**src/rtl/vga_timing_gen_if.sv**
```systemverilog
// Signal bundle of vga_timing_gen: colour/enable from the pixel source,
// counters, pixel request, sync and DAC colour back out.
interface vga_timing_gen_if;
    logic       enable;
    logic [2:0] color_r_in;
    logic [2:0] color_g_in;
    logic [2:0] color_b_in;
    logic [9:0] pixel_x;
    logic [9:0] pixel_y;
    logic       pixel_req;
    logic       frame_start;
    logic [2:0] color_r_readdata;
    logic [2:0] color_g_readdata;
    logic [2:0] color_b_readdata;
    logic       hsync_n;
    logic       vsync_n;
    logic       printting;

    modport master (
        output enable, color_r_in, color_g_in, color_b_in,
        input  pixel_x, pixel_y, pixel_req, frame_start,
               color_r_readdata, color_g_readdata, color_b_readdata,
               hsync_n, vsync_n, printting
    );

    modport slave (
        input  enable, color_r_in, color_g_in, color_b_in,
        output pixel_x, pixel_y, pixel_req, frame_start,
               color_r_readdata, color_g_readdata, color_b_readdata,
               hsync_n, vsync_n, printting
    );
endinterface

```
**src/rtl/vga_timing_gen.sv**
```systemverilog
// 640x480@60 VGA timing generator: 25 MHz pixel tick from a 50 MHz clock,
// h/v counters, and a 2-tick delay line aligning syncs with sampled colour.
module vga_timing_gen #(
    parameter int unsigned H_ACTIVE = 640,
    parameter int unsigned H_FRONT  = 16,
    parameter int unsigned H_SYNC   = 96,
    parameter int unsigned H_BACK   = 48,
    parameter int unsigned V_ACTIVE = 480,
    parameter int unsigned V_FRONT  = 10,
    parameter int unsigned V_SYNC   = 2,
    parameter int unsigned V_BACK   = 33
) (
    input  logic            clk_clk,
    input  logic            reset_reset,
    vga_timing_gen_if.slave bus
);
    localparam logic [9:0] H_VIS_END    = 10'(H_ACTIVE);
    localparam logic [9:0] H_SYNC_START = 10'(H_ACTIVE + H_FRONT);
    localparam logic [9:0] H_SYNC_END   = 10'(H_ACTIVE + H_FRONT + H_SYNC);
    localparam logic [9:0] H_LAST       = 10'(H_ACTIVE + H_FRONT + H_SYNC + H_BACK - 1);
    localparam logic [9:0] V_VIS_END    = 10'(V_ACTIVE);
    localparam logic [9:0] V_SYNC_START = 10'(V_ACTIVE + V_FRONT);
    localparam logic [9:0] V_SYNC_END   = 10'(V_ACTIVE + V_FRONT + V_SYNC);
    localparam logic [9:0] V_LAST       = 10'(V_ACTIVE + V_FRONT + V_SYNC + V_BACK - 1);

    // ST_WAIT holds the counters at 0,0 until the first tick loads them as visible.
    typedef enum logic {ST_WAIT, ST_RUN} state_t;

    state_t     state_q;
    logic       tick_q;
    logic [9:0] h_q, v_q;
    logic [9:0] h_d, v_d;
    logic       pixel_req_q, pixel_req_d;
    logic       frame_start_q, frame_start_d;
    logic       hs1_q, vs1_q, vis1_q;
    logic       hs_raw, vs_raw;
    logic       hsync_n_q, vsync_n_q, printting_q;
    logic [2:0] r_q, g_q, b_q;

    always_comb begin
        h_d = h_q;
        v_d = v_q;
        if (state_q == ST_RUN) begin
            if (h_q == H_LAST) begin
                h_d = '0;
                v_d = (v_q == V_LAST) ? '0 : v_q + 10'd1;
            end else begin
                h_d = h_q + 10'd1;
            end
        end
        pixel_req_d   = (h_d < H_VIS_END) && (v_d < V_VIS_END);
        frame_start_d = (h_d == '0) && (v_d == '0);
        hs_raw        = (h_q >= H_SYNC_START) && (h_q < H_SYNC_END);
        vs_raw        = (v_q >= V_SYNC_START) && (v_q < V_SYNC_END);
    end

    always_ff @(posedge clk_clk) begin
        if (reset_reset) begin
            state_q       <= ST_WAIT;
            tick_q        <= 1'b0;
            h_q           <= '0;
            v_q           <= '0;
            pixel_req_q   <= 1'b0;
            frame_start_q <= 1'b0;
            hs1_q         <= 1'b0;
            vs1_q         <= 1'b0;
            vis1_q        <= 1'b0;
            hsync_n_q     <= 1'b1;
            vsync_n_q     <= 1'b1;
            printting_q   <= 1'b0;
            r_q           <= '0;
            g_q           <= '0;
            b_q           <= '0;
        end else begin
            tick_q        <= ~tick_q;
            frame_start_q <= 1'b0;
            if (tick_q) begin
                state_q       <= ST_RUN;
                h_q           <= h_d;
                v_q           <= v_d;
                pixel_req_q   <= pixel_req_d;
                frame_start_q <= frame_start_d;
                // Stage 1 captures the raw timing of the counters now on pixel_x/y;
                // stage 2 (the output registers) captures colour from the source.
                hs1_q         <= hs_raw;
                vs1_q         <= vs_raw;
                vis1_q        <= pixel_req_q;
                hsync_n_q     <= ~hs1_q;
                vsync_n_q     <= ~vs1_q;
                printting_q   <= vis1_q;
                if (vis1_q && bus.enable) begin
                    r_q <= bus.color_r_in;
                    g_q <= bus.color_g_in;
                    b_q <= bus.color_b_in;
                end else begin
                    r_q <= '0;
                    g_q <= '0;
                    b_q <= '0;
                end
            end
        end
    end

    assign bus.pixel_x          = h_q;
    assign bus.pixel_y          = v_q;
    assign bus.pixel_req        = pixel_req_q;
    assign bus.frame_start      = frame_start_q;
    assign bus.hsync_n          = hsync_n_q;
    assign bus.vsync_n          = vsync_n_q;
    assign bus.printting        = printting_q;
    assign bus.color_r_readdata = r_q;
    assign bus.color_g_readdata = g_q;
    assign bus.color_b_readdata = b_q;
endmodule

```
**src/flat_wrapper.sv**
```systemverilog
// flat-port wrapper written by rule: the top's interface ports become plain ports
module vga_timing_gen_flat 
#(
    parameter int unsigned H_ACTIVE = 640,
    parameter int unsigned H_FRONT  = 16,
    parameter int unsigned H_SYNC   = 96,
    parameter int unsigned H_BACK   = 48,
    parameter int unsigned V_ACTIVE = 480,
    parameter int unsigned V_FRONT  = 10,
    parameter int unsigned V_SYNC   = 2,
    parameter int unsigned V_BACK   = 33
)
  (clk_clk, reset_reset, bus_enable, bus_color_r_in, bus_color_g_in, bus_color_b_in, bus_pixel_x, bus_pixel_y, bus_pixel_req, bus_frame_start, bus_color_r_readdata, bus_color_g_readdata, bus_color_b_readdata, bus_hsync_n, bus_vsync_n, bus_printting);
  vga_timing_gen_if bus_i ();
  input  logic clk_clk;
  input  logic reset_reset;
  input wire logic [$bits(bus_i.enable)-1:0] bus_enable;
  input wire logic [$bits(bus_i.color_r_in)-1:0] bus_color_r_in;
  input wire logic [$bits(bus_i.color_g_in)-1:0] bus_color_g_in;
  input wire logic [$bits(bus_i.color_b_in)-1:0] bus_color_b_in;
  output wire logic [$bits(bus_i.pixel_x)-1:0] bus_pixel_x;
  output wire logic [$bits(bus_i.pixel_y)-1:0] bus_pixel_y;
  output wire logic [$bits(bus_i.pixel_req)-1:0] bus_pixel_req;
  output wire logic [$bits(bus_i.frame_start)-1:0] bus_frame_start;
  output wire logic [$bits(bus_i.color_r_readdata)-1:0] bus_color_r_readdata;
  output wire logic [$bits(bus_i.color_g_readdata)-1:0] bus_color_g_readdata;
  output wire logic [$bits(bus_i.color_b_readdata)-1:0] bus_color_b_readdata;
  output wire logic [$bits(bus_i.hsync_n)-1:0] bus_hsync_n;
  output wire logic [$bits(bus_i.vsync_n)-1:0] bus_vsync_n;
  output wire logic [$bits(bus_i.printting)-1:0] bus_printting;
  assign bus_i.enable = bus_enable;
  assign bus_i.color_r_in = bus_color_r_in;
  assign bus_i.color_g_in = bus_color_g_in;
  assign bus_i.color_b_in = bus_color_b_in;
  assign bus_pixel_x = bus_i.pixel_x;
  assign bus_pixel_y = bus_i.pixel_y;
  assign bus_pixel_req = bus_i.pixel_req;
  assign bus_frame_start = bus_i.frame_start;
  assign bus_color_r_readdata = bus_i.color_r_readdata;
  assign bus_color_g_readdata = bus_i.color_g_readdata;
  assign bus_color_b_readdata = bus_i.color_b_readdata;
  assign bus_hsync_n = bus_i.hsync_n;
  assign bus_vsync_n = bus_i.vsync_n;
  assign bus_printting = bus_i.printting;
  vga_timing_gen #(.H_ACTIVE(H_ACTIVE), .H_FRONT(H_FRONT), .H_SYNC(H_SYNC), .H_BACK(H_BACK), .V_ACTIVE(V_ACTIVE), .V_FRONT(V_FRONT), .V_SYNC(V_SYNC), .V_BACK(V_BACK)) u_core (.clk_clk(clk_clk), .reset_reset(reset_reset), .bus(bus_i));
endmodule
```
**config.mk**
```make
export PLATFORM = sky130hd
export DESIGN_NAME = vga_timing_gen_flat
export DESIGN_NICKNAME = d
export VERILOG_FILES = /design/src/rtl/vga_timing_gen_if.sv /design/src/rtl/vga_timing_gen.sv /design/src/flat_wrapper.sv
export SDC_FILE = /design/constraint.sdc
export NUM_CORES = 1
export LEC_CHECK = 0
export CORE_MARGIN = 1.5
export CORE_UTILIZATION = 35
export CTS_CLUSTER_SIZE = 24
export DETAILED_ROUTE_END_ITERATION = 12
export RECOVER_POWER = 25
export SLEW_MARGIN = 15
export SYNTH_ARGS = -nofsm -noshare
export SYNTH_HDL_FRONTEND = slang
export SYNTH_SLANG_ARGS = --single-unit
```
**constraint.sdc**
```tcl
create_clock -name clk_clk -period 2.15 [get_ports clk_clk]
set_input_delay 0.5375 -clock clk_clk [delete_from_list [all_inputs] [get_ports clk_clk]]
set_output_delay 0.5375 -clock clk_clk [all_outputs]
set_load 0.02 [all_outputs]
```
After elaboration in Yosys (flattened, before gate mapping)
Cells that the tools add are included.
{"block": "word_totals", "in_bits": 12, "register_bits": 39, "out_inout_bits": 34}
{"block": "op_classes", "bitwise": 3, "reduce_logical": 8, "n_mux": 8, "addsub": 2, "eq_ne": 2, "magnitude_cmp": 6}
{"operator": "two-way mux 10 bit", "n": 5}
{"operator": "adder 10 x 1 -> 10 bit, second input constant", "n": 2}
{"operator": "equality test 10 bit, second input constant", "n": 2}
{"operator": "logical NOT 10 bit", "n": 2}
{"operator": "less-than comparator 10 bit, second input constant", "n": 2}
{"operator": "less-than comparator 10 x 9 -> 1 bit, second input constant", "n": 2}
{"operator": "greater-or-equal comparator 10 bit, second input constant", "n": 1}
{"operator": "greater-or-equal comparator 10 x 9 -> 1 bit, second input constant", "n": 1}
{"operator": "two-way mux 3 bit", "n": 3}
{"operator": "logical AND 1 bit", "n": 5}
{"operator": "NOT 1 bit", "n": 3}
{"operator": "OR reduction 2 bit", "n": 1}

Logic depth before layout (Yosys ltp)
Gate-level depths: netlist of run 1.
{"block": "depth", "word_depth": 6, "mapped_depth": 9, "mapped_depth_nobuf": 8}

Least setup slack after synthesis of run 1
No wires, ideal clock.
{"block": "synth_path", "path_kind": "reg-to-reg", "from": "register u_core.h_q[4] (netlist: u_core.bus.pixel_x[4])", "to": "register u_core.pixel_req_q (netlist: u_core.bus.pixel_req)", "n_path_buf": 2, "arrival_ns": 2.319, "setup_ns": 0.117, "period_less_slack_ns": 2.437, "setup_slack_ns": -0.287, "required_time_ns": 2.033, "path_stages_with_launch": 8, "cell_sequence": "dfxtp_1 -> buf_2 -> or4b_4 -> or3_1 -> buf_6 -> or3_1 -> and3_1 -> a32o_1"}
{"block": "synth_between", "elab_chain_cells": 5, "word_cells_on_any_way": 9}
{"element": "start, declared", "line_no": "vga_timing_gen.sv:31", "rtl": "logic [9:0] h_q, v_q;"}
{"element": "start signal, assigned", "line_no": "vga_timing_gen.sv:61", "rtl": "h_q <= '0;"}
{"element": "start signal, assigned", "line_no": "vga_timing_gen.sv:79", "rtl": "h_q <= h_d;"}
{"element": "adder 10 x 1 -> 10 bit / equality test 10 bit (equally long branches)", "line_no": "vga_timing_gen.sv:48, vga_timing_gen.sv:44"}
{"element": "two-way mux 10 bit", "line_no": "vga_timing_gen.sv:44", "rtl": "if (h_q == H_LAST) begin"}
{"element": "two-way mux 10 bit", "line_no": "vga_timing_gen.sv:43", "rtl": "if (state_q == ST_RUN) begin"}
{"element": "less-than comparator 10 bit / less-than comparator 10 x 9 -> 1 bit (equally long branches)", "line_no": "vga_timing_gen.sv:51", "rtl": "pixel_req_d = (h_d < H_VIS_END) && (v_d < V_VIS_END);"}
{"element": "logical AND 1 bit *", "line_no": "vga_timing_gen.sv:51"}
{"element": "end signal, assigned", "line_no": "vga_timing_gen.sv:81", "rtl": "pixel_req_q <= pixel_req_d;"}
{"element": "end, declared", "line_no": "vga_timing_gen.sv:33", "rtl": "logic pixel_req_q, pixel_req_d;"}
Mark *: on every way between the ends. The rest lies on a longest branch, timed or not.
A chain may end at the register's enable or synchronous reset.

Worst setup path in the final report of run 1
{"block": "layout_path", "from": "register u_core.h_q[5] (netlist: u_core.bus.pixel_x[5])", "to": "register u_core.pixel_req_q (netlist: u_core.bus.pixel_req)"}
Same word-level chain as after synthesis.

==> out/results.ini, run 1 <==
[placement]
place_inst=396
globalplace.congestion=0.825
place_area_um2=2810
place.port_buffers=45
post-dp-hpwl_um=4230

[global_route]
number_of_global_route_vias_before_repair=1973
global_route.usage.total_pct=19.2
pin_count_of_the_biggest_net_entering_global_routing=16
grt_first_pass_wirelength_um=9600
grt_overflow_total=0
antenna_found_initial=0

[clocking]
clockRootBuffer=clkbuf_8
worstSkewPairLatency_ns=0.30
cts.htree.levels=2
clkTransAtPathRegs_ns=0.08
clockBufferDepth=2
cts_tree=built
cts_num_sinks=39
cts_inserted_buffers=5

[route]
post_drt_via_cell_ratio=5.29
drt-total-wl_um=5760
drt_pre_antenna_iters=4
antenna_violating_nets_post_route=0
dr.first_iter.drc_count=105
vias=2141
wl_per_cell_um=14.2
drcViolationCount=0

[final_layout]
drive_above_1_share_pct=16.7
flow.area_growth_from_synthesis_pct=38.9
mostFrequentLayoutCell=clkdlybuf4s50_1
num-nets-final=345
antenna_diode_count=0
fin_area_um2=2930
mostFrequentLayoutCells=clkdlybuf4s50_1, buf_4, dfxtp_1
finish.utilization_pct=49.8
instances_no_fill=405

[pwr]
power.sequential.fraction_pct=55.2
clock_power_share_pct=37.8
cell_internal_pwr_w=0.00100
cellPowerDensity_nw_per_um2=455
p_leak_nw=1.10
combinationalPowerShare_pct=7.0
power_switching_w=0.000331
power.switching_fraction_pct=24.8
ir_drop_mv=0.238

[status]
violations=negative setup slack
run_status=finished, violations left

[floorplanning]
std_cell_rows=28
initial_core_util_pct=35.8
core_area_um2=5890
floorplan.io_pins=46
die_width_um=80.6
dieHeight_um=80.6
fp.dieArea_um2=6500

[synth]
yosysSeqAreaShare_pct=37.0
postSynthCellCount=267
ys_ff_latch=39
post_synth_main_area_contributors=dfxtp_1, nand2_1, nor2_1
synth_largest_area_cell=dfxtp_1
synthDominantCellAreaShare_pct=37.0
async_reset_ff_share_pct=0
synth_nets=283
yosysWarnings=0
synth_ff_type=dfxtp_1
post_synth_num_cell_types=45
synth.avg_cell_area_um2=7.90
synth-edff-count=0
post_syn_area_um2=2110

[sta]
whs_ns=0.453
finalHoldViolations=0
clock_skew_ns=0.00877
setup_repair_after_global_routing_missed_its_margin=yes
report.final.setup_viol=1
timing_worst_slew_pin_value_ns=0.836
final-max-slew-violation-count=0
slew_headroom_pct=44.1
period_minus_slack_ns=2.16
final.setup.worst_slack_ns=-0.00989
maximum_clock_rate_ghz=0.463
finalCritPeriodShare_pct=100

[setup_path]
worstSetupEndpointType=flop
reg2reg_depth=5
timing.critical_path.mode_cell=or3_4
critPathMaxStageDelay_ns=0.57
arrival_time_at_the_worst_endpoint_ns=2.36
crit_type=reg -> reg
crit_path_cell_trace=or4b_4 -> or3_4 -> or3_4 -> and3_4 -> a32o_1
slowest_stage=or4b_4
worstPathRequired_ns=2.35
critical_path_peak_fanout=5
cp-start-kind=flop

[hold_path]
min_delay_path_depth=1
timing.hold.worst.class=reg -> reg

[job]
cap_violations=0

-- path summary, 6_finish.rpt --
kind | slack (ns) | endpoint | startpoint
hold reg to reg | 0.45 | u_core.hs1_q | u_core.hs1_q
setup / recovery | -0.01 | u_core.bus.pixel_req | u_core.bus.pixel_x[5]
setup reg to reg | -0.01 | u_core.bus.pixel_req | u_core.bus.pixel_x[5]
hold / removal | 0.45 | u_core.hs1_q | u_core.hs1_q
-- logic make-up (layout without fill, tap and decap cells) --
family	after synthesis	count (layout)	share of synthesized area (%)
compound gates	59	59	18.4
simple gates	114	114	28.3
flops	39	39	37.0
buf+inv	35	98	7.12
fa+ha+maj	4	4	2.37
mux	3	3	1.42
xor+xnor	13	13	5.40
-- cells in the mapped netlist (3+ instances only) --
cell type  count
a22o_1         9
inv_1          8
and3_1         5
o21ai_0       16
clkbuf_1      22
nand2b_1       3
nor2_1        24
xnor2_1        5
buf_2          3
or3_1          7
ha_1           4
mux2i_1        3
a21oi_1       16
xor2_1         8
nand2_1       29
nand3_1        9
nand4_1       13
dfxtp_1       39
nor3_1         7
nor4_1         3
-- layer usage --
metal	track usage, %	part of all wire, %	vias to the layer above
met5	0	0	-
met4	7.76	2.0	0
met3	3.30	4.3	11
met2	29.5	46	63
met1	26.5	47	997
li1	-	-	1070
-- area by class of cell --
cell class	count	area, um2
fillers	596	2960
multi-input cells	193	1200
flip-flops and latches	39	790
well taps	75	93.8
clock inverters	3	18.8
repair buffers	82	724
inverters	8	30.0
clock buffers	5	68.8
-- timing repair --
action	in CTS	in global routing
setup endpoints to repair	3	8
hold endpoints to repair	0	0
setup buffers	0	1
gates resized for setup	2	3
pin swaps	1	3
hold buffers	0	0
-- worst max-delay path, delay by kind of cell (launching register included) --
kind            cells  cell delay [ns]
compound gates      1             0.20
simple gates        4             1.52
flops               1             0.34
-- power by group through the flow --
stage | Sequential (W) | Combinational (W) | Clock (W)
floorplan | 0.000755 | 0.0000420 | 0
global placement | 0.000754 | 0.0000931 | 0
detailed placement | 0.000754 | 0.0000937 | 0
CTS | 0.000737 | 0.0000940 | 0.000524
global route | 0.000738 | 0.000101 | 0.000556
finish | 0.000737 | 0.0000927 | 0.000505
-- registers in the layout, indices dropped and copies added, names as in the netlist --
signal	cells
u_core.bus.printting	1
u_core.tick_q	1
u_core.hs1_q	1
u_core.bus.pixel_x	10
u_core.bus.vsync_n	1
u_core.bus.hsync_n	1
u_core.bus.frame_start	1
u_core.bus.pixel_y	10
u_core.vs1_q	1
u_core.state_q	1
u_core.vis1_q	1
u_core.bus.color_b_readdata	3
u_core.bus.color_r_readdata	3
u_core.bus.pixel_req	1
u_core.bus.color_g_readdata	3
-- stage by stage --
step	TNS (ns)	setup slack, ns	total power, W
final	-0.00989	-0.00989	0.00133
after floorplan	-0.214	-0.189	0.000797
after global routing	-0.224	-0.0779	0.00140
after CTS	0	0.0146	0.00136
after global placement	-0.00250	-0.00250	0.000847
after detailed placement	-0.0299	-0.0299	0.000848
No activity file was read; power rests on OpenSTA's default activity.
==> run 2: changes to the inputs <==
--- a/config.mk
+++ b/config.mk
@@ -10,6 +10,7 @@
 export CTS_CLUSTER_SIZE = 24
 export DETAILED_ROUTE_END_ITERATION = 12
 export RECOVER_POWER = 25
+export REMOVE_ABC_BUFFERS = 1
 export SLEW_MARGIN = 15
 export SYNTH_ARGS = -nofsm -noshare
 export SYNTH_HDL_FRONTEND = slang
==> constraint.sdc (replaced) <==
create_clock -name clk_clk -period 2.03 [get_ports clk_clk]
set_input_delay 0.5075 -clock clk_clk [delete_from_list [all_inputs] [get_ports clk_clk]]
set_output_delay 0.5075 -clock clk_clk [all_outputs]
set_load 0.02 [all_outputs]
==> run 2 against run 1 <==
Against the previous run:
- sequential power rose by 6.1%
- combinational power increased by 5.9%
- flip-flop and latch count did not move
- clock power increased by 31%
- non-clock buffer count is 8 higher
- clock skew shrank 0.0036 ns
- the run still ends with negative setup slack left
- power is 16% higher
- sequential share of layout area is 1.1 points lower
- cell count increased by 2.0%
- critical path type unchanged
==> out/results.ini, run 2 (synthesis gave the netlist of run 1 again) <==
[status]
run_status=finished, violations left  ; unchanged
violations=negative setup slack  ; unchanged

[floorplanning]
fp.dieArea_um2=6500  ; unchanged
floorplan.io_pins=46  ; unchanged
dieHeight_um=80.6  ; unchanged
initial_core_util_pct=35.8  ; unchanged
core_area_um2=5890  ; unchanged
std_cell_rows=28  ; unchanged
die_width_um=80.6  ; unchanged

[route]
drt-total-wl_um=5590  ; was 5760 um
drt_pre_antenna_iters=4  ; unchanged
drcViolationCount=0  ; unchanged
wl_per_cell_um=13.5  ; was 14.2 um
dr.first_iter.drc_count=86  ; was 105
post_drt_via_cell_ratio=5.17  ; was 5.29
antenna_violating_nets_post_route=0  ; unchanged
vias=2137  ; was 2,141

[global_route]
number_of_global_route_vias_before_repair=1899  ; was 1,973
pin_count_of_the_biggest_net_entering_global_routing=23  ; was 16
global_route.usage.total_pct=17.7  ; was 19.2%
antenna_found_initial=0  ; unchanged
grt_first_pass_wirelength_um=8910  ; was 9600 um
grt_overflow_total=0  ; unchanged

[setup_path]
critPathMaxStageDelay_ns=0.58  ; was 0.57 ns
reg2reg_setup_slack_ns=-0.09  ; was -0.01 ns
worstSetupEndpointType=flop  ; unchanged
reg2reg_depth=5  ; unchanged
crit_path_cell_trace=or4b_4 -> or3_4 -> or3_4 -> and3_1 -> a32o_1  ; was or4b_4 -> or3_4 -> or3_4 -> and3_4 -> a32o_1
cp-start-kind=flop  ; unchanged
rr_startpoint=u_core.bus.pixel_x[5]  ; unchanged
worstPathRequired_ns=2.22  ; was 2.35 ns
critical_path.startpoint=u_core.bus.pixel_x[5]  ; unchanged
slowest_stage=or4b_4  ; unchanged
critPathBufInv=0  ; unchanged
worst_path_dominant_cell_family=simple AND/OR/NAND/NOR gates  ; unchanged
timing.critical_path.mode_cell=or3_4  ; unchanged
crit_type=reg -> reg  ; unchanged
critical_path_peak_fanout=4  ; was 5
arrival_time_at_the_worst_endpoint_ns=2.31  ; was 2.36 ns
worstReg2RegEnd=u_core.bus.pixel_req  ; unchanged

[sta]
setup_repair_after_global_routing_missed_its_margin=yes  ; unchanged
finalHoldViolations=0  ; unchanged
setup_tns_ns=-0.201  ; was -0.00989 ns
clock_skew_ns=0.00521  ; was 0.00877 ns
finalCritPeriodShare_pct=105  ; was 100%
maximum_clock_rate_ghz=0.471  ; was 0.463 GHz
final-max-slew-violation-count=0  ; unchanged
period_minus_slack_ns=2.12  ; was 2.16 ns
whs_ns=0.463  ; was 0.453 ns
report.final.setup_viol=11  ; was 1
timing_worst_slew_pin_value_ns=0.699  ; was 0.836 ns
slew_headroom_pct=53.4  ; was 44.1%
final.setup.worst_slack_ns=-0.0917  ; was -0.00989 ns

[placement]
place.port_buffers=45  ; unchanged
post-dp-hpwl_um=4180  ; was 4230 um
place_inst=405  ; was 396
place_area_um2=2870  ; was 2810 um2
globalplace.congestion=0.823  ; was 0.825

[hold_path]
min_delay_path_depth=1  ; unchanged
min_from=u_core.hs1_q  ; unchanged
holdPathEnd=u_core.hs1_q  ; unchanged
timing.hold.worst.class=reg -> reg  ; unchanged

[final_layout]
antenna_diode_count=0  ; unchanged
fin_area_um2=3030  ; was 2930 um2
num-nets-final=353  ; was 345
flow.area_growth_from_synthesis_pct=43.7  ; was 38.9%
mostFrequentLayoutCells=clkdlybuf4s50_1, buf_4, dfxtp_1  ; unchanged
fillcell_total=591  ; was 596
drive_above_1_share_pct=19.8  ; was 16.7%
instances_no_fill=413  ; was 405

[clocking]
clockRootBuffer=clkbuf_8  ; unchanged
worstSkewPairLatency_ns=0.30  ; about the same
cts_num_sinks=39  ; unchanged
cts_tree=built  ; unchanged
cts_inserted_buffers=5  ; unchanged
cts.htree.levels=2  ; unchanged
clockBufferDepth=2  ; unchanged
cts_hold_repair.buffers=0  ; unchanged
clkTransAtPathRegs_ns=0.08  ; about the same

[pwr]
p_leak_nw=1.18  ; was 1.10 nW
ir_drop_mv=0.231  ; was 0.238 mV
design_power_w=0.00154  ; was 0.00133 W
cellPowerDensity_nw_per_um2=509  ; was 455 nW/um2

[job]
cap_violations=0  ; unchanged

run 2: changes by cell type in the layout (fill, tap and decap cells not counted), sizes merged:
cell / previous run / this run
buf: 36 / 42
bufinv: 0 / 1
clkbuf: 6 / 8
clkdlybuf4s50: 44 / 42
clkinv: 1 / 2
clkinvlp: 1 / 0
dlymetal6s2s: 0 / 2
inv: 9 / 8
run 2: cell type report:
type	count	area, um2	area share, %
Multi-Input combinational cell	193	1230	40.5
Sequential cell	39	783	25.8
Timing Repair Buffer	90	783	25.8
Tap cell	75	93.8	3.10
Clock buffer	5	68.8	2.27
Clock inverter	3	43.8	1.45
Inverter	8	30.0	0.991
run 2: timing repair:
action,CTS,global route
setup buffers,0,0
pin swaps,4,1
resized for setup,6,11
setup endpoints to repair,7,13
run 2: per-layer routing:
layer  vias up  part of all wire [%]  GRT usage (%)
met5         -                     0              0
li1       1092                     -              -
met1       995                    50           23.9
met3         5                   4.8           3.86
met4         0                  0.95           4.66
met2        45                    44           28.5
run 2: how the worst max path moves through the flow:
| stage | slack, ns | end | cells after the start |
|---|---|---|---|
| 4_1_cts | -0.09 | u_core.bus.pixel_req | 5 |
| 3_3_place_gp | -0.10 | u_core.bus.pixel_req | 5 |
| 5_1_grt | -0.13 | u_core.bus.pixel_req | 5 |
| 2_1_floorplan | -0.64 | u_core.bus.pixel_y[4] | 6 |
| 6_report | -0.09 | u_core.bus.pixel_req | 5 |
| 3_5_place_dp | -0.13 | u_core.bus.pixel_req | 5 |
run 2: where the power goes:
part           internal (W)  total [W]  switching (W)
sequential         0.000774   0.000782     0.00000845
combinational     0.0000489  0.0000982      0.0000493
clock              0.000366   0.000662       0.000296
run 2: worst register-to-register path: cells and delay by family (launching register included):
kind / cells / cell delay [ns]
AND/OR/NAND/NOR: 4 / 1.46
flip-flops: 1 / 0.32
AO/OA/AOI/OAI: 1 / 0.24
run 2: stage by stage:
step                setup slack (ns)  utilization, %
floorplan                     -0.639               -
global placement              -0.105            48.8
detailed placement            -0.130            48.8
CTS                          -0.0857            51.0
global route                  -0.134            51.5
finish                       -0.0917            51.5
==> run 3: changes to the inputs <==
--- a/config.mk
+++ b/config.mk
@@ -5,6 +5,7 @@
 export SDC_FILE = /design/constraint.sdc
 export NUM_CORES = 1
 export LEC_CHECK = 0
+export ABC_AREA = 1
 export CORE_MARGIN = 1.5
 export CORE_UTILIZATION = 35
 export CTS_CLUSTER_SIZE = 24
==> run 3 against run 2 <==
Against the previous run:
- the run now ends clean
- first-iteration DRC count is 9.3% higher
- critical path depth fell by 4
- via count shrank 3.4%
- routed wire length shrank 1.5%
- clock power is essentially flat
- area after synthesis rose by 1.1%
- cell count rose by 4.6%
- core utilization is 3.9 points lower
- hold slack worse by 0.025 ns
==> out/results.ini, run 3 <==
[global_route]
global_route.usage.total_pct=17.9  ; was 17.7%
number_of_global_route_vias_before_repair=1910  ; was 1,899
grt_first_pass_wirelength_um=8920  ; was 8910 um
pin_count_of_the_biggest_net_entering_global_routing=23  ; unchanged
grt_overflow_total=0  ; unchanged
antenna_found_initial=0  ; unchanged

[final_layout]
antenna_diode_count=0  ; unchanged
flow.area_growth_from_synthesis_pct=31.2  ; was 43.7%
fillcell_total=629  ; was 591
mostFrequentLayoutCell=nand2_1
mostFrequentLayoutCells=nand2_1, inv_1, clkdlybuf4s50_1  ; was clkdlybuf4s50_1, buf_4, dfxtp_1
num-nets-final=372  ; was 353
drive_above_1_share_pct=12.9  ; was 19.8%

[floorplanning]
initial_core_util_pct=36.2  ; was 35.8%
std_cell_rows=28  ; unchanged
floorplan.io_pins=46  ; unchanged
die_width_um=81.1  ; was 80.6 um
core_area_um2=5890  ; unchanged
dieHeight_um=81.1  ; was 80.6 um
fp.dieArea_um2=6570  ; was 6500 um2

[synth]
synth.avg_cell_area_um2=6.99  ; was 7.90 um2
area_share_of_and_or_nand_nor_cells_after_synthesis_pct=36.3  ; was 28.3%
main_combinational_cell_family_by_area_after_synthesis=simple AND/OR/NAND/NOR gates  ; unchanged
post_synth_main_area_contributors=dfxtp_1, nand2_1, inv_1  ; was dfxtp_1, nand2_1, nor2_1
postSynthCellCount=305  ; was 267
most_used_standard_cell_by_instance_count_after_synthesis=nand2_1  ; was dfxtp_1
yosysSeqAreaShare_pct=36.6  ; was 37.0%
post_synth_num_cell_types=27  ; was 45
synth_compound_gate_area_share_pct=12.4  ; was 18.4%
synth_largest_area_cell=dfxtp_1  ; unchanged
yosys.area_share.adder_pct=2.35  ; was 2.37%
synth-edff-count=0  ; unchanged
synthDominantCellAreaShare_pct=36.6  ; was 37.0%
async_reset_ff_share_pct=0  ; unchanged
post_syn_area_um2=2130  ; was 2110 um2
synth.cells.most_frequent=nand2_1, inv_1, dfxtp_1  ; was dfxtp_1, nand2_1, nor2_1
synth-xor-area-share_pct=1.64  ; was 5.40%
yosysWarnings=0  ; unchanged
synth_ff_type=dfxtp_1  ; unchanged
post_synth_mux_area_share_pct=0  ; was 1.42%
ys_ff_latch=39  ; unchanged

[clocking]
clockBufferDepth=2  ; unchanged
clkTransAtPathRegs_ns=0.08  ; about the same
postCtsSetupRepairBufs=0  ; unchanged
cts_num_sinks=39  ; unchanged
cts.htree.levels=2  ; unchanged
clockRootBuffer=clkbuf_8  ; unchanged
worstSkewPairLatency_ns=0.30  ; about the same
cts_inserted_buffers=5  ; unchanged
cts_tree=built  ; unchanged

[sta]
timing_worst_slew_pin_value_ns=0.696  ; was 0.699 ns
final-max-slew-violation-count=0  ; unchanged
finalCritPeriodShare_pct=95.0  ; was 105%
maximum_clock_rate_ghz=0.518  ; was 0.471 GHz
setup_tns_ns=0  ; was -0.201 ns
finalHoldViolations=0  ; unchanged
report.final.setup_viol=0  ; was 11
slew_headroom_pct=53.6  ; was 53.4%
whs_ns=0.438  ; was 0.463 ns
setup_repair_after_global_routing_missed_its_margin=no  ; was yes
period_minus_slack_ns=1.93  ; was 2.12 ns
clock_skew_ns=0.00479  ; was 0.00521 ns

[setup_path]
worstPathRequired_ns=1.52  ; was 2.22 ns
critPathBufInv=1  ; was 0
critPathMaxStageDelay_ns=0.67  ; was 0.58 ns
worstSetupEndpointType=output port  ; was flop
slowest_stage=clkdlybuf4s50_1  ; was or4b_4
critical_path_peak_fanout=6  ; was 4
arrival_time_at_the_worst_endpoint_ns=1.42  ; was 2.31 ns
worst_path_dominant_cell_family=buffers and inverters  ; was simple AND/OR/NAND/NOR gates
cp-start-kind=flop  ; unchanged
crit_type=reg -> out  ; was reg -> reg
crit_path_cell_trace=clkdlybuf4s50_1  ; was or4b_4 -> or3_4 -> or3_4 -> and3_1 -> a32o_1

[route]
drcViolationCount=0  ; unchanged
post_drt_via_cell_ratio=4.78  ; was 5.17
vias=2065  ; was 2,137
drt_pre_antenna_iters=4  ; unchanged
dr.first_iter.drc_count=94  ; was 86
antenna_violating_nets_post_route=0  ; unchanged
drt-total-wl_um=5510  ; was 5590 um
wl_per_cell_um=12.7  ; was 13.5 um

[pwr]
cellPowerDensity_nw_per_um2=555  ; was 509 nW/um2
p_leak_nw=1.17  ; was 1.18 nW
ir_drop_mv=0.315  ; was 0.231 mV

[hold_path]
timing.hold.worst.class=reg -> reg  ; unchanged

[placement]
post-dp-hpwl_um=4110  ; was 4180 um
place.port_buffers=45  ; unchanged
globalplace.congestion=0.871  ; was 0.823

[status]
run_status=completed  ; was finished, violations left

[job]
cap_violations=0  ; unchanged

## run 3: cell type report
cell class | instances | area [um2] | share of cell area (%)
sequential | 39 | 782 | 27.9
timing repair buffer | 51 | 498 | 17.8
tap | 75 | 93.8 | 3.35
clock buffer | 5 | 68.8 | 2.46
multi-input combinational | 208 | 1120 | 40.1
inverter | 51 | 191 | 6.84
clock inverter | 3 | 43.8 | 1.56
## run 3: logic make-up after synthesis
logic type,count (synthesis)
AO/OA/AOI/OAI,46
adder cells (fa/ha/maj),4
buffers and inverters,58
AND/OR/NAND/NOR,154
flip-flops,39
XOR/XNOR,4
## run 3: stage by stage
step	power, W	area (um2)	std cells	utilization, %	setup slack [ns]
2_1_floorplan	0.000848	2100	298	-	0.284
3_5_place_dp	0.000921	2710	424	46.0	0.179
3_3_place_gp	0.000920	2710	424	46.0	0.219
6_report	0.00155	2800	432	47.6	0.101
4_1_cts	0.00158	2820	432	48.0	0.0784
5_1_grt	0.00161	2800	432	47.6	0.0147
## run 3: worst paths after layout
path | end | cells after the start | startpoint | slack, ns
worst max-delay path | bus_pixel_x[6] | 1 | u_core.bus.pixel_x[6] | 0.10
worst min-delay path | u_core.bus.hsync_n | 1 | u_core.hs1_q | 0.44
worst max register to register | u_core.bus.frame_start | 12 | u_core.bus.pixel_y[1] | 0.20
worst min register to register | u_core.bus.hsync_n | 1 | u_core.hs1_q | 0.44
## run 3: metal layers
| metal | up-vias | part of all wire (%) | global-route usage [%] |
|---|---|---|---|
| li1 | 1078 | - | - |
| met5 | - | 0 | 0 |
| met3 | 10 | 6.6 | 4.27 |
| met4 | 0 | 1.5 | 5.00 |
| met1 | 908 | 45 | 22.4 |
| met2 | 69 | 47 | 30.4 |
## run 3: what timing repair did
item	CTS	global route
endpoints found under the setup margin	1	0
hold buffers	0	0
endpoints found under the hold margin	0	0
resized for setup	1	0
## run 3: worst reg2reg max path, cell delays in order (launching register included)
cell	delay, ns
dfxtp_1	0.36
inv_1	0.14
ha_1	0.17
nand2_1	0.05
nor2_1	0.15
nand4_1	0.22
nand2_1	0.12
nand2_1	0.05
o21ai_1	0.10
nand3_1	0.13
nor2_1	0.14
nand2_1	0.08
nor2_2	0.06
## run 3: where the power goes
group	switching [W]	total (W)	internal, W	leakage [nW]
Combinational	0.0000615	0.000111	0.0000494	0.797
Sequential	0.00000862	0.000782	0.000774	0.316
Clock	0.000294	0.000660	0.000366	0.0581
==> variant 1, RTL diff (flow settings as in run 1) <==
Make the reset (`reset_reset`) asynchronous in one clocked block.
--- a/src/rtl/vga_timing_gen.sv
+++ b/src/rtl/vga_timing_gen.sv
@@ -55,5 +55,5 @@
     end
 
-    always_ff @(posedge clk_clk) begin
+    always_ff @(posedge clk_clk or posedge reset_reset) begin
         if (reset_reset) begin
             state_q       <= ST_WAIT;
Formal check against the unedited RTL: differs if reset_reset is asserted again (counterexample within 4 cycles, from zero or initial values and one cycle with reset_reset high); with reset_reset held inactive, the same outputs for 10 cycles.
==> variant 1 against run 1 <==
Wire length rose by 6.2%; utilization fell by 0.86 points; via count fell by 0.65%; cell area rose by 6.6%; largest cell class unchanged; maximum frequency rose by 5.2%; sequential power rose by 1%; setup slack improved by 110 ps; sequential cell count did not move; power rose by 9.2%; area after synthesis rose by 10%.
==> variant 1: results (changes against run 1) <==
| Metric | Value |
|---|---|
| Max incr delay on CP | 450 ps (-120 ps) |
| Met1 Routed Length | 2960 µm (+8.6%) |
| GRT met2 Usage | 26.6% (-2.9 points) |
| Crit path max-delay family | compound AO/OA/AOI/OAI gates |
| Clock Skews | 6.14 ps (-2.63 ps) |
| XOR/XNOR Fraction of Synth Area | 4.14% (-1.3 points) |
| Dpl cells | 379 (-4.3%) |
| Routability cong. | 0.905 (+9.7%) |
| Comb power | 0.0000732 W (-21%) |
| Fillers | 626 (+5.0%) |
| Post-detail-place hpwl | 4470 µm (+5.7%) |
| Met2 wire length | 2680 µm (+0.30%) |
| Layout cell share with drive strength beyond 1 | 19.7% (+3.0 points) |
| Sequential share of cell area | 31.4% (+4.4 points) |
| Worst slack, placed | -7.49 ps (+22.4 ps) |
| HP Start | u_core.bus.color_b_readdata[2] |
| RR Startpoint | u_core.bus.pixel_x[1] |
| R2R depth | 7 (+2) |
| Net count after synthesis | 263 (-7.1%) |
| Crit-path max FO | 8 (+3) |
| Largest net degree at the start of global routing | 40 (+24) |
| Run status | finished, final reports clean |
| Cells after Synth | 246 (-7.9%) |
| Ranking of synthesized cells by area | dfrtp_1 (40%), nand2_1 (4.4%), a22o_1 (3.8%), o21ai_0 (3.7%), xnor2_1 (3.0%) |
| Slew headroom | 33.9% (-10 points) |
| Sequential power share | 51.3% (-3.9 points) |
| Top cells by count, synth | dfrtp_1 (37), nand2_1 (27), o21ai_0 (17) |
| Die area | 7150 µm² (+10%) |
| Post-synthesis compound-gate area fraction | 19.4% (+1.0 points) |
| Peak VDD IR | 0.267 mV (+12%) |
| Sequential cell power | 0.000747 W (+1%) |
| All-Layer GR Usage | 18.0% (-1.3 points) |
| Vias per cell | 5.50 (+4.0%) |
| Met3 Use GR | 3.15% (-0.15 points) |
| Worst hold path endpoint | u_core.bus.color_b_readdata[2] |
-- variant 1: repair_timing --
item                       in CTS  in global routing
setup endpoints to repair       1                  2
hold buffers                    0                  0
buffers inserted                0                  0
gates cloned                    0                  0
gates resized for setup         1                  4
-- variant 1: worst max path at each step --
| stage | slack, ps | to | startpoint |
|---|---|---|---|
| 6_report | 100 | u_core.bus.frame_start | u_core.bus.pixel_x[1] |
| 4_1_cts | 40 | u_core.bus.frame_start | u_core.bus.pixel_y[0] |
| 3_3_place_gp | 50 | u_core.bus.frame_start | u_core.bus.pixel_y[0] |
| 3_5_place_dp | -7 | u_core.bus.frame_start | u_core.bus.pixel_y[0] |
| 5_1_grt | -3 | u_core.bus.frame_start | u_core.bus.pixel_y[0] |
| 2_1_floorplan | 50 | u_core.bus.frame_start | u_core.bus.pixel_x[0] |
-- variant 1: metrics by stage --
stage,hold slack [ps],util (%)
final,515,48.9
after global placement,493,46.9
after floorplan,485,-
after detailed placement,497,46.9
after CTS,518,48.8
after global routing,524,48.9
==> variant 2, RTL diff (flow settings as in run 1) <==
Made on the original files. `V_ACTIVE` is set to 480 in 2 places; all go to 240.
--- a/src/rtl/vga_timing_gen.sv
+++ b/src/rtl/vga_timing_gen.sv
@@ -6,5 +6,5 @@
     parameter int unsigned H_SYNC   = 96,
     parameter int unsigned H_BACK   = 48,
-    parameter int unsigned V_ACTIVE = 480,
+    parameter int unsigned V_ACTIVE = 240,
     parameter int unsigned V_FRONT  = 10,
     parameter int unsigned V_SYNC   = 2,
--- a/src/flat_wrapper.sv
+++ b/src/flat_wrapper.sv
@@ -6,5 +6,5 @@
     parameter int unsigned H_SYNC   = 96,
     parameter int unsigned H_BACK   = 48,
-    parameter int unsigned V_ACTIVE = 480,
+    parameter int unsigned V_ACTIVE = 240,
     parameter int unsigned V_FRONT  = 10,
     parameter int unsigned V_SYNC   = 2,
Formal check against the unedited RTL: no difference found for any inputs over 10 cycles, from zero or initial values and one cycle with reset_reset high; that may be too few to reach the edited logic, so the function may still have changed.
==> variant 2 against run 1 <==
Wire length is 1.7% higher; worst hold slack improved by 19 ps; setup slack improved by 110 ps; area after synthesis rose by 1.7%; sequential cell count is the same; power grew 8.5%; cell area up 1.7%; cell count is 1.2% higher; highest routed layer unchanged.
==> variant 2: results (changes against run 1) <==
| Metric | Value |
|---|---|
| Peak VDD IR | 0.448 mV (+89%) |
| WP data arrival | 1510 ps (-850 ps) |
| Drt wl/cell | 14.3 µm (+0.46%) |
| Dpl cells | 400 (+1.0%) |
| Crit-path max FO | 7 (+2) |
| Mean Syn Cell Area | 8.00 µm² (+1.3%) |
| Ranking of synthesized cells by area | dfxtp_1 (36%), nor2_1 (5.6%), nand2_1 (5.1%), a22o_1 (4.1%), a21oi_1 (3.5%) |
| Combinational power share | 6.7% (-0.3 points) |
| Clock Skews | 4.88 ps (-3.89 ps) |
| Clock root buffer | clkbuf_8 |
| Post-synth ARST share | 0% (unchanged) |
| Initial antenna violation count | 0 (unchanged) |
| Vias per cell | 5.32 (+0.63%) |
| Leakage | 1.08 nW (-2.3%) |
| Worst Tran Pin Value | 628 ps (-208 ps) |
| Layout cell share with drive strength beyond 1 | 15.2% (-1.4 points) |
| First-pass GRT wire length | 9490 µm (-1.1%) |
| Initial DRC count | 90 (-14%) |
| Clk Latency, worst-skew pair | 290 ps |
| Switching power | 0.000327 W (-1.3%) |
| Routability cong. | 0.885 (+7.2%) |
| Synth cell types | 48 (+6.7%) |
| Num CTS Buffers | 5 (unchanged) |
| Run status | finished, final reports clean |
| Synth warn | 0 (unchanged) |
| Min-delay worst type | flip-flop to flip-flop |
| Sequential fraction of the synthesis area | 36.4% (-0.60 points) |
| Antenna cells | 0 (unchanged) |
| Placed cell areas | 2830 µm² (+0.53%) |
| Largest net degree at the start of global routing | 17 (+1) |
| Top cells by count, synth | dfxtp_1 (39), nor2_1 (32), nand2_1 (29) |
| Post-detail-place hpwl | 4270 µm (+0.90%) |
| Vias in the first global route | 1941 (-1.6%) |
| Final WL | 5860 µm (+1.7%) |
| Clk buf depth | 2 (unchanged) |
| Slowest-stage cell, CP | clkdlybuf4s50_1 |
| Max incr delay on CP | 590 ps (+20 ps) |
| Worst slack, placed | 5.61 ps (+35.5 ps) |
| Crit path max-delay family | buffers and inverters |
| I/O Buffers | 45 (unchanged) |
| Fillers | 593 (-0.50%) |
| Number of H-tree levels | 2 (unchanged) |
| Internal power | 0.00112 W (+12%) |
| 1st-pass router iterations | 4 (unchanged) |
| Layout Nets | 350 (+1.4%) |
| CTS clk-pin slew, worst paths | 80 ps (about the same) |
| Net count after synthesis | 284 (+0.35%) |
| Clk. pwr | 0.000614 W (+22%) |
| All-Layer GR Usage | 18.6% (-0.68 points) |
variant 2: changes by cell type after synthesis, sizes merged, moves of 3 or more:
cell / delta
clkbuf: -8
nand3: +4
nor2: +8
nand4: -3
nor3: +5
or3: -6
and3: +3
o21ai: -7
a31oi: +4
variant 2: what timing repair did:
action,in CTS,in global routing
gates cloned,0,0
setup endpoints to repair,1,6
pin swaps,1,1
setup buffers,1,1
gates resized for setup,0,7
variant 2: area by class of cell:
| type | count | area [µm²] | area share, % |
|---|---|---|---|
| Clock buffer | 5 | 68.8 | 2.31 |
| Timing Repair Buffer | 78 | 696 | 23.4 |
| Multi-Input combinational cell | 201 | 1250 | 42.1 |
| Sequential cell | 39 | 788 | 26.5 |
| Inverter | 9 | 33.8 | 1.13 |
| Clock inverter | 3 | 43.8 | 1.47 |
| Tap cell | 75 | 93.8 | 3.15 |
variant 2: kinds of logic after synthesis:
| logic type | share of synthesized area, % |
|---|---|
| DFF | 36.4 |
| buffers and inverters | 6.07 |
| adders and majority gates | 2.33 |
| muxes | 1.93 |
| and+or+nand+nor | 29.6 |
| AOI/OAI and AO/OA | 18.7 |
| xor gates and xnor gates | 4.90 |
variant 2: metal layers:
layer / up-vias / track usage, % / routed length, µm
met4: 0 / 4.31 / 52
met5: - / 0 / 0
li1: 1102 / - / -
met1: 1019 / 26.0 / 2830
met2: 55 / 28.9 / 2750
met3: 5 / 3.93 / 222
variant 2: path summary, 6_finish.rpt:
path | startpoint | end | slack, ps | cells past startpoint
setup / recovery | u_core.bus.pixel_x[3] | bus_pixel_x[3] | 100 | 2
hold / removal | u_core.vs1_q | u_core.vs1_q | 470 | 2
hold reg to reg | u_core.vs1_q | u_core.vs1_q | 470 | 2
setup reg to reg | u_core.bus.pixel_x[0] | u_core.bus.pixel_req | 110 | 7
